### config.mk
export PLATFORM = sky130hd
export DESIGN_NAME = micro_sequencer
export DESIGN_NICKNAME = d
export VERILOG_FILES = /design/src/rtl/micro_sequencer.sv
export SDC_FILE = /design/constraint.sdc
export NUM_CORES = 1
export LEC_CHECK = 0
export CAP_MARGIN = 15
export CORE_AREA = 3 3 42 44
export DETAILED_ROUTE_END_ITERATION = 10
export DIE_AREA = 0 0 45 47
export DONT_BUFFER_PORTS = 1
export PLACE_DENSITY = 0.69
export SYNTH_ARGS = -nofsm -noshare
export SYNTH_HDL_FRONTEND = slang
export SYNTH_SLANG_ARGS = --single-unit
export TNS_END_PERCENT = 100
### constraint.sdc
create_clock -name i_CLK -period 8.6 [get_ports i_CLK]
set_input_delay 1.72 -clock i_CLK [delete_from_list [all_inputs] [get_ports i_CLK]]
set_output_delay 1.72 -clock i_CLK [all_outputs]
set_load 0.01 [all_outputs]
### src/rtl/micro_sequencer.sv
// Microcode sequencer: IDLE -> PRIME -> RUN -> HALT, next-address logic with COND/IRD and BEN.
// Optional MSEQ_INT_EN enables the interrupt branch (COND=101); otherwise that condition acts as none.
module micro_sequencer #(
  parameter int AddrBusSize = 6,
  parameter int FETCH_ADDR  = 18
) (
  input  logic                   i_CLK,
  input  logic                   i_RST_N,
  input  logic [51:0]            i_uinst,
  input  logic [15:0]            i_ir,
  input  logic [2:0]             i_nzp,
  input  logic                   i_mem_ready,
  input  logic                   i_psr15,
  input  logic                   i_int,
  input  logic                   i_acv,
  input  logic                   i_stall,
  input  logic                   i_halt_req,
  input  logic                   i_run,
  output logic                   o_read_en,
  output logic [AddrBusSize-1:0] o_read_addr,
  output logic                   o_uinst_valid,
  output logic [AddrBusSize-1:0] o_cur_addr,
  output logic                   o_halted
);

  localparam logic [1:0] S_IDLE  = 2'd0;
  localparam logic [1:0] S_PRIME = 2'd1;
  localparam logic [1:0] S_RUN   = 2'd2;
  localparam logic [1:0] S_HALT  = 2'd3;

  localparam logic [AddrBusSize-1:0] FetchAddr = AddrBusSize'(FETCH_ADDR);

  logic [1:0]             state;
  logic                   ben;
  logic                   halt_pend;
  logic                   ird;
  logic [2:0]             cond;
  logic [5:0]             j_field;
  logic                   ld_ben;
  logic [5:0]             j_mod;
  logic [AddrBusSize-1:0] next_addr;
  logic                   halt_now;
  logic                   leave_halt;

  assign ird     = i_uinst[51];
  assign cond    = i_uinst[50:48];
  assign j_field = i_uinst[47:42];
  assign ld_ben  = i_uinst[41];

`ifdef MSEQ_INT_EN
  logic unused_bits;
  assign unused_bits = ^{i_ir[8:0], i_uinst[40:0]};
`else
  logic unused_bits;
  assign unused_bits = ^{i_ir[8:0], i_uinst[40:0], i_int};
`endif

  always_comb begin
    j_mod = j_field;
    case (cond)
      3'b001: j_mod[1] = j_field[1] | i_mem_ready;
      3'b010: j_mod[2] = j_field[2] | ben;
      3'b011: j_mod[0] = j_field[0] | i_ir[11];
      3'b100: j_mod[3] = j_field[3] | i_psr15;
`ifdef MSEQ_INT_EN
      3'b101: j_mod[4] = j_field[4] | i_int;
`endif
      3'b110: j_mod[5] = j_field[5] | i_acv;
      default: j_mod = j_field;
    endcase
  end

  assign next_addr = ird ? AddrBusSize'(i_ir[15:12]) : AddrBusSize'(j_mod);

  // A pending halt is taken only at an instruction boundary, i.e. when the next read would be the fetch.
  assign halt_now   = (state == S_RUN) && !i_stall && halt_pend && (next_addr == FetchAddr);
  assign leave_halt = (state == S_HALT) && !i_stall && i_run;

  assign o_read_en     = !i_stall && ((state == S_PRIME) || ((state == S_RUN) && !halt_now));
  assign o_uinst_valid = (state == S_RUN);
  assign o_halted      = (state == S_HALT);

  always_comb begin
    o_read_addr = o_cur_addr;
    if (!i_stall) begin
      if (state == S_PRIME)    o_read_addr = FetchAddr;
      else if (state == S_RUN) o_read_addr = next_addr;
    end
  end

  always_ff @(posedge i_CLK) begin
    if (!i_RST_N) begin
      state      <= S_IDLE;
      o_cur_addr <= '0;
      ben        <= 1'b0;
      halt_pend  <= 1'b0;
    end else begin
      if (o_read_en) o_cur_addr <= o_read_addr;
      if ((state == S_RUN) && !i_stall && ld_ben)
        ben <= (i_ir[11] & i_nzp[2]) | (i_ir[10] & i_nzp[1]) | (i_ir[9] & i_nzp[0]);
      // Run wins over a simultaneous halt request; entering HALT consumes the request.
      if (halt_now || leave_halt) halt_pend <= 1'b0;
      else if (i_halt_req)        halt_pend <= 1'b1;
      if (!i_stall) begin
        case (state)
          S_IDLE:  state <= S_PRIME;
          S_PRIME: state <= S_RUN;
          S_RUN:   if (halt_now) state <= S_HALT;
          S_HALT:  if (i_run) state <= S_PRIME;
          default: state <= S_IDLE;
        endcase
      end
    end
  end

endmodule

# Word-level counts from Yosys, hierarchy flattened
# Index checks and enable logic that the tools add are counted.
[word_totals] ff_bits=10
[classes] n_bitwise=12 eq_ne=11 n_mux=12 n_reduce_logical=15
[op_table] operator="2-to-1 mux 6 bit" count=4
[op_table] operator="logical AND 1 bit" count=8
[op_table] operator="one-hot mux 2 bit (4 select lines)" count=1
[op_table] operator="bitwise OR 1 bit" count=7
[op_table] operator="equality test 3 x 2 -> 1 bit (second input constant)" count=2
[op_table] operator="equality test 3 bit (second input constant)" count=2
[op_table] operator="equality test 6 x 5 -> 1 bit (second input constant)" count=1
[op_table] operator="2-to-1 mux 1 bit" count=5
[op_table] operator="equality test 2 bit (second input constant)" count=2
[op_table] operator="2-to-1 mux 2 bit" count=2
[op_table] operator="bitwise AND 1 bit" count=3
[op_table] operator="equality test 3 x 1 -> 1 bit (second input constant)" count=1
[op_table] operator="AND reduction 3 bit" count=1
[op_table] operator="equality test 2 x 1 -> 1 bit (second input constant)" count=1
[op_table] operator="zero test 1 bit" count=2
[op_table] operator="zero test 2 bit" count=1
[op_table] operator="logical OR 1 bit" count=2
[op_table] operator="!= test 2 x 1 -> 1 bit (second input constant)" count=1
[op_table] operator="!= test 2 bit (second input constant)" count=1
[op_table] operator="inverter 1 bit" count=2
[op_table] operator="OR reduction 2 bit" count=1

# Longest topological paths before layout
# Gate-level depths: netlist of the first run.
[logic_depth] word_depth=9 ltp_mapped=8 mapped_depth_nobuf=6

# Worst setup path before layout of the first run
# No wires, ideal clock.
[synth_path] kind="input-to-output" startpoint="input i_uinst[51]" endpoint="output o_read_en" path_stages=6 path_buffers=2 slack_ns=3.469 t_arrival_ns=3.411 cell_sequence="buf_6 -> or4b_1 -> o32a_1 -> or4_1 -> buf_6 -> a21o_1"
[synth_via] elab_chain_len=7
[synth_lines] element="from (decl)" line="9" rtl="input logic [51:0] i_uinst,"
[synth_lines] element="2-to-1 mux 6 bit" line="73" rtl="assign next_addr = ird ? AddrBusSize'(i_ir[15:12]) : AddrBusSize'(j_mod);"
[synth_lines] element="equality test 6 x 5 -> 1 bit" line="76" rtl="assign halt_now = (state == S_RUN) && !i_stall && halt_pend && (next_addr == FetchAddr);"
[synth_lines] element="logical AND 1 bit" line="76"
[synth_lines] element="zero test 1 bit" line="79" rtl="assign o_read_en = !i_stall && ((state == S_PRIME) || ((state == S_RUN) && !halt_now));"
[synth_lines] element="logical AND 1 bit" line="79"
[synth_lines] element="logical OR 1 bit" line="79"
[synth_lines] element="logical AND 1 bit" line="79"
[synth_lines] element="to (decl)" line="19" rtl="output logic o_read_en,"
# Every way passes these cells.

# Worst setup path after layout of the first run
# Same ends and word-level chain as after synthesis.

==> results of run 1 <==
-- critical path: cells and delay by family --
kind	cells	cell delay (ns)
simple gates	2	1.26
compound gates	2	0.51
-- registers in the layout, indices dropped and copies added, names as in the netlist --
| name | count |
|---|---|
| halt_pend | 1 |
| ben | 1 |
| o_cur_addr | 6 |
| state | 2 |
-- placed cells by master (no fill, tap or decap), drive strengths merged, types with 3 or more instances in the layout --
cell and n:
nor2b 5, clkbuf 4, nand2 7, dfxtp 10
o22ai 3, nor2 5, nor3 4, o21ai 6
ha 4, a21oi 5, inv 7
-- worst max path at each step --
stage	startpoint	to	slack, ns	cells after the start
after CTS	i_uinst[51]	o_read_en	3.39	4
after floorplan	i_uinst[51]	o_read_en	3.47	6
after global placement	i_uinst[51]	o_read_en	3.39	4
final	i_uinst[51]	o_read_en	3.39	4
after global routing	i_uinst[51]	o_read_en	3.32	4
after detailed placement	i_uinst[51]	o_read_en	3.40	4
-- power by group through the flow --
stage,Sequential (mW),Combinational (mW),Clock [mW]
after global routing,0.0526,0.0245,0.0463
final,0.0522,0.0216,0.0432
after global placement,0.0532,0.0208,0
after detailed placement,0.0533,0.0215,0
after floorplan,0.0526,0.0202,0
after CTS,0.0522,0.0217,0.0451
-- stage by stage --
stage | area [um2] | util (%) | cells | setup WS, ns
finish | 801 | 54.4 | 111 | 3.39
CTS | 801 | 54.4 | 111 | 3.39
global route | 801 | 54.4 | 111 | 3.32
detailed placement | 764 | 52.0 | 107 | 3.40
floorplan | 786 | - | 98 | 3.47
global placement | 764 | 52.0 | 107 | 3.39
-- cell usage after synthesis, types with 3 or more instances --
master / count / share of area [%]
dfxtp_1: 10 / 25
o22ai_1: 3 / 2.4
nor3_1: 4 / 2.5
o21ai_0: 6 / 3.8
nand2_1: 7 / 3.3
inv_1: 7 / 3.3
nor2b_1: 5 / 4.0
nor2_1: 5 / 2.4
a21oi_1: 5 / 3.2
clkbuf_1: 5 / 2.4
ha_1: 4 / 6.4
-- cells by family (layout without fill, tap and decap cells) --
family | after synthesis | after routing
adders and majority gates | 4 | 4
buffers and inverters | 14 | 11
muxes | 2 | 2
AOI/OAI and AO/OA | 32 | 32
DFF | 10 | 10
and+or+nand+nor | 36 | 36
-- routing by layer --
| layer | up-vias | wire length (um) |
|---|---|---|
| met5 | - | 0 |
| met4 | 0 | 10 |
| met3 | 2 | 222 |
| met2 | 33 | 982 |
| met1 | 360 | 801 |
| li1 | 366 | - |
-- layout make-up --
class / count / share of cell area, %
clock buffers: 4 / 4.53
inverters: 7 / 3.28
well taps: 16 / 2.50
multi-input cells: 74 / 64.7
flip-flops and latches: 10 / 25.0
==> results.toml, run 1 <==
[grt]
grt_util_met3_pct = 7.28
grt_use_met2_pct = 32.8
track_usage_pct = 19.6
grt_pass1_wl_mm = 3.10
grt_pass1_vias = 728
top_usage_layer = "met2"
grt_max_degree = 15
antenna_found_initial = 0
overflow = 0
use_met1_pct = 24.3

[synth]
synthSimpleGateAreaFrac_pct = 27.2
synthAdderAreaFrac_pct = 6.37
synth_seq_area_share_pct = 25.5
async_reset_ff_share_pct = 0
syn_area_per_cell_um2 = 8.02
synth_edf_count = 0
syn_area_um2 = 786
synth_nets = 182
synth_xor_area_share_pct = 0
synthCells = 98
synth_warnings = 0
synth-main-ff-cell = "dfxtp_1"
ys_types = 37
synthMuxAreaShare_pct = 2.55
ys_seq_elements = 10
synth_top_family_by_area = "compound AO/OA/AOI/OAI gates"
synth_compound_area_share_pct = 29.8

[place]
port_buffers = 0
gp_congestion = 0.787
dpl.hpwl_mm = 1.55

[sta]
min_period_over_period_pct = 60.5
timing.fmax_mhz = 192
rsz0062_at_grt = "no"
hold_ws_ns = 0.512
fin_skew_ns = 0.00318
fin_setup_tns_ns = 0
period_needed_ns = 5.21
max_slew_margin_pct = 58.6
finalHoldViolations = 0
slew_viol_final = 0
setup_viol = 0
tightestPinTransition_ns = 0.619

[worst_setup_path]
crit_path_start_kind = "input pin"
cp.arrival_ns = 3.49
worstPathRequired_ns = 6.88
cp_max_fo = 9
end_kind = "primary output"
r2r_slack_ns = 5.92
cpMaxStageDelayCell = "or4_1"
crit_type = "input pin to primary output"
r2r-end = "o_cur_addr[4]$_SDFFE_PN0P_"
r2r-start = "state[0]$_SDFFE_PN0P_"
reg2reg_depth = 6
critPathMaxStageDelay_ns = 0.74
crit_chain = "or4b_1, o32a_1, or4_1, a21o_1"

[floorplanning]
num_rows = 14
die_h_um = 47
start_util_pct = 53.4
die_area_um2 = 2120
die_x_um = 45
pin_count = 95
coreArea_um2 = 1470

[pwr]
clockPowerShare_pct = 36.9
p_int_mw = 0.0841
switching_share_pct = 28.1
p_switching_mw = 0.0329
p_leak_nw = 0.324
seq_power_share_pct = 44.6
p_total_mw = 0.117
vdd_drop_max_mv = 0.0718
combinationalPowerShare_pct = 18.5
p_per_area_nw_per_um2 = 146

[drt]
drcViolationCount = 0
ant_nets = 0
vias = 761
drt_first_pass_iters = 4
viasPerCell = 6.86
routed_wl_mm = 2.02
drt-initial-drc-count = 22
wire_per_inst_um = 18.2

[cts]
clockBufferDepth = 2
cts_resized = 0
cts_root_buf = "clkbuf_4"
holdBufCountCts = 0
post_cts_buffers = 0
path_clk_slew_ns = 0.07
cts_tree = "yes"
numCtsBuffers = 3
clkLatencyLatePin_ns = 0.27
htree_levels = 1
cts_sinks = 10

[layout]
n_fill_cell = 153
regArea_um2 = 200
n_antenna_cell = 0
syn_to_final_growth_pct = 1.91
nets = 180
drive_gt1_share_pct = 5.26
multi_input_comb_area_um2 = 518

[hold_path]
hp-start = "ben$_SDFFE_PN0P_"
holdPathStages = 2
hp-class = "flip-flop to flip-flop"
hold_path_end = "ben$_SDFFE_PN0P_"

[status]
status = "finished clean"

[flow_run]
max_cap_violations = 0
(Power assumes the default switching activity.)
==> run 2: changes to the inputs <==
CORE_AREA = 3 3 43 45   (was 3 3 42 44)
DIE_AREA = 0 0 46 48   (was 0 0 45 47)
clock period = 4.7 ns   (was 8.6 ns; I/O delays follow)
==> results.toml, run 2 (synthesis results as in run 1) <==
[pwr]
p_leak_nw = 0.324
p_per_area_nw_per_um2 = 269
vdd_drop_max_mv = 0.145

[floorplanning]
num_rows = 14
die_x_um = 46
coreArea_um2 = 1510
start_util_pct = 52.2
die_area_um2 = 2210
die_h_um = 48
pin_count = 95

[drt]
viasPerCell = 6.68
drt_first_pass_iters = 4
drt-initial-drc-count = 19
routed_wl_mm = 1.99
wire_per_inst_um = 17.9
vias = 742
ant_nets = 0
drcViolationCount = 0

[hold_path]
hp-class = "flip-flop to flip-flop"

[sta]
max_slew_margin_pct = 63.3
finalHoldViolations = 0
fin_skew_ns = 0.000501
fin_setup_tns_ns = 0
slew_viol_final = 0
setup_viol = 0
rsz0062_at_grt = "no"
hold_ws_ns = 0.520
tightestPinTransition_ns = 0.550
period_needed_ns = 3.73
min_period_over_period_pct = 79.4
timing.fmax_mhz = 268
fin_ws_ns = 0.968

[layout]
fin_cells = 111
drive_gt1_share_pct = 5.26
largest-register = "o_cur_addr"
reg_top3 = "o_cur_addr: 6 flops, state: 2 flops"
nets = 180
mostFrequentLayoutCells = "10 x dfxtp_1, 7 x inv_1, 7 x nand2_1, 6 x o21ai_0"
syn_to_final_growth_pct = 1.91
final_area_um2 = 801
n_antenna_cell = 0
layout_commonest_cell = "dfxtp_1"
n_fill_cell = 167
largest_reg_flops = 6

[grt]
grt_pass1_vias = 709
track_usage_pct = 20.0
grt_pass1_wl_mm = 3.11
antenna_found_initial = 0
overflow = 0
grt_max_degree = 15

[flow_run]
max_cap_violations = 0

[cts]
post_cts_buffers = 0
path_clk_slew_ns = 0.07
numCtsBuffers = 3
clkLatencyLatePin_ns = 0.27
holdBufCountCts = 0
cts_tree = "yes"
htree_levels = 1
cts_sinks = 10
cts_resized = 0
cts_root_buf = "clkbuf_4"
clockBufferDepth = 2

[worst_setup_path]
cp.arrival_ns = 2.79
crit_path_start_kind = "flip-flop"
end_kind = "primary output"
cp_num_buf_inv = 1
worstPathRequired_ns = 3.76
path_delay_family = "simple AND/OR/NAND/NOR gates"
cp_max_fo = 9
critPathMaxStageDelay_ns = 0.73
crit_chain = "inv_1, ha_1, or4b_1, o32a_1, or4_1, a21o_1"
crit_type = "flip-flop to primary output"
cpMaxStageDelayCell = "or4_1"

[place]
place_ws_ns = 1.04
port_buffers = 0
dpl.hpwl_mm = 1.56
dp_cells = 107
gp_congestion = 0.817
place_area_um2 = 764

[status]
status = "finished clean"
## run 2: cell counts in the layout (fill, tap and decap cells not counted)
Identical to the previous run, type by type.
## run 2: layout make-up
class	instances	area [um2]	share of cell area [%]
inverter	7	26.3	3.28
multi-input combinational	74	518	64.7
sequential	10	200	25.0
tap	16	20.0	2.50
clock buffer	4	36.3	4.53
## run 2: final timing paths
path | cells past startpoint | to | slack [ns] | start
worst max-delay path | 6 | o_read_en | 0.97 | state[0]$_SDFFE_PN0P_
worst min-delay path | 2 | ben$_SDFFE_PN0P_ | 0.52 | ben$_SDFFE_PN0P_
worst max register to register | 6 | o_cur_addr[4]$_SDFFE_PN0P_ | 2.01 | state[0]$_SDFFE_PN0P_
worst min register to register | 2 | ben$_SDFFE_PN0P_ | 0.52 | ben$_SDFFE_PN0P_
## run 2: report_power, final
part | internal, mW | leakage (nW) | total [mW] | switching, mW
sequential | 0.0895 | 0.0816 | 0.0955 | 0.00594
clock | 0.0471 | 0.0210 | 0.0806 | 0.0334
combinational | 0.0173 | 0.222 | 0.0396 | 0.0222
total | 0.154 | 0.324 | 0.216 | 0.0616
## run 2: worst reg2reg max path, cell delays in order, from the launching register on
cell and delay [ns]:
dfxtp_1 0.37, inv_1 0.08, ha_1 0.34, or4b_1 0.48, o32a_1 0.22, or4_1 0.73
o311a_1 0.36
## run 2: metrics by stage
step	utilization, %	total power [mW]
finish	53.2	0.216
global route	53.2	0.229
CTS	53.2	0.219
detailed placement	50.7	0.137
global placement	50.7	0.136
floorplan	-	0.133
## run 2: per-layer routing
| layer | vias to the layer above | part of all wire (%) | track usage (%) |
|---|---|---|---|
| met4 | 0 | 1.7 | 9.09 |
| met1 | 334 | 38 | 23.3 |
| met2 | 34 | 47 | 29.9 |
| met3 | 7 | 13 | 10.9 |
| met5 | - | 0 | 0 |
| li1 | 367 | - | - |
==> run 3: changes to the inputs <==
CORE_AREA = 3 3 42 44   (was 3 3 43 45)
DIE_AREA = 0 0 45 47   (was 0 0 46 48)
clock period = 3.8 ns   (was 4.7 ns; I/O delays follow)
==> results.toml, run 3 (synthesis results as in run 1) <==
[hold_path]
hp-start = "ben$_SDFFE_PN0P_"
hp-class = "flip-flop to flip-flop"

[worst_setup_path]
crit_chain = "inv_1, ha_1, or4b_1, o32a_1, or4_1, a21o_1"
worstPathRequired_ns = 3.04
r2r-start = "state[0]$_SDFFE_PN0P_"
crit_type = "flip-flop to primary output"
cpMaxStageDelayCell = "or4_1"
cp_max_fo = 8
cp_num_buf_inv = 1
path_delay_family = "simple AND/OR/NAND/NOR gates"
end_kind = "primary output"
cp.arrival_ns = 2.57
startpoint = "state[0]$_SDFFE_PN0P_"
crit_path_start_kind = "flip-flop"
critPathMaxStageDelay_ns = 0.55

[place]
gp_congestion = 0.794
dpl.hpwl_mm = 1.62
place_ws_ns = 0.744
place_area_um2 = 772
port_buffers = 0

[drt]
drcViolationCount = 0
ant_nets = 0
drt_first_pass_iters = 4
drt-initial-drc-count = 9
wire_per_inst_um = 18.6
viasPerCell = 6.70
routed_wl_mm = 2.08
vias = 750

[grt]
antenna_found_initial = 0
overflow = 0
grt_max_degree = 15
grt_pass1_wl_mm = 3.17
grt_pass1_vias = 746
track_usage_pct = 20.5

[layout]
largest-register = "o_cur_addr"
mostFrequentLayoutCells = "10 x dfxtp_1, 7 x inv_1, 7 x nand2_1, 6 x o21ai_0"
n_antenna_cell = 0
final_area_um2 = 808
reg_top3 = "o_cur_addr: 6 flops, state: 2 flops"
syn_to_final_growth_pct = 2.87
nets = 181
multi_input_comb_area_um2 = 518
drive_gt1_share_pct = 6.25
regArea_um2 = 200
n_fill_cell = 156
largest_reg_flops = 6
layout_commonest_cell = "dfxtp_1"

[floorplanning]
coreArea_um2 = 1470
die_area_um2 = 2120
start_util_pct = 53.4
die_h_um = 47
pin_count = 95
num_rows = 14
die_x_um = 45

[pwr]
p_per_area_nw_per_um2 = 332
vdd_drop_max_mv = 0.222
p_leak_nw = 0.329

[cts]
htree_levels = 1
cts_root_buf = "clkbuf_4"
cts_resized = 0
holdBufCountCts = 0
cts_sinks = 10
clockBufferDepth = 2
path_clk_slew_ns = 0.07
numCtsBuffers = 3
post_cts_buffers = 0
clkLatencyLatePin_ns = 0.28
cts_tree = "yes"

[flow_run]
max_cap_violations = 0

[sta]
slew_viol_final = 0
timing.fmax_mhz = 300
min_period_over_period_pct = 87.6
setup_viol = 0
fin_skew_ns = 0.000970
max_slew_margin_pct = 64.0
fin_setup_tns_ns = 0
fin_ws_ns = 0.471
finalHoldViolations = 0
rsz0062_at_grt = "no"
tightestPinTransition_ns = 0.538
period_needed_ns = 3.33

[status]
status = "finished clean"
==> run 3: worst reg2reg max path: cells and delay by family, from the launching register on <==
family                     cells  cell delay, ns
and+or+nand+nor                2            1.03
AOI/OAI and AO/OA              2            0.49
DFF                            1            0.37
adders and majority gates      1            0.35
buffers and inverters          2            0.28
==> run 3: path summary, 6_finish.rpt <==
| kind | depth (start not counted) | slack [ns] | to |
|---|---|---|---|
| max | 6 | 0.47 | o_read_en |
| min | 2 | 0.53 | ben$_SDFFE_PN0P_ |
| max reg2reg | 7 | 1.16 | o_cur_addr[4]$_SDFFE_PN0P_ |
| min reg2reg | 2 | 0.53 | ben$_SDFFE_PN0P_ |
==> run 3: layer usage <==
| metal | GRT usage [%] | vias up | share of wire, % |
|---|---|---|---|
| li1 | - | 366 | - |
| met1 | 22.0 | 349 | 40 |
| met2 | 36.7 | 32 | 49 |
| met3 | 9.20 | 3 | 10 |
| met4 | 5.26 | 0 | 0.63 |
| met5 | 0 | - | 0 |
==> run 3: final cells by class <==
class | instances | share of cell area, %
multi-input combinational | 74 | 64.1
timing repair buffer | 1 | 0.929
inverter | 7 | 3.25
sequential | 10 | 24.8
clock buffer | 4 | 4.49
tap | 16 | 2.48
==> run 3: metrics by stage <==
stage	instances	hold WS, ns	power, mW	utilization [%]
floorplan	98	0.489	0.165	-
global placement	108	0.501	0.167	52.5
detailed placement	108	0.516	0.169	52.5
CTS	112	0.526	0.270	54.9
global route	112	0.556	0.280	54.9
finish	112	0.530	0.268	54.9
==> run 3: where the power goes <==
part	leakage (nW)	internal, mW	total [mW]	switching, mW
sequential	0.0816	0.111	0.118	0.00733
combinational	0.226	0.0214	0.0488	0.0274
clock	0.0210	0.0584	0.101	0.0431
total	0.329	0.190	0.268	0.0779
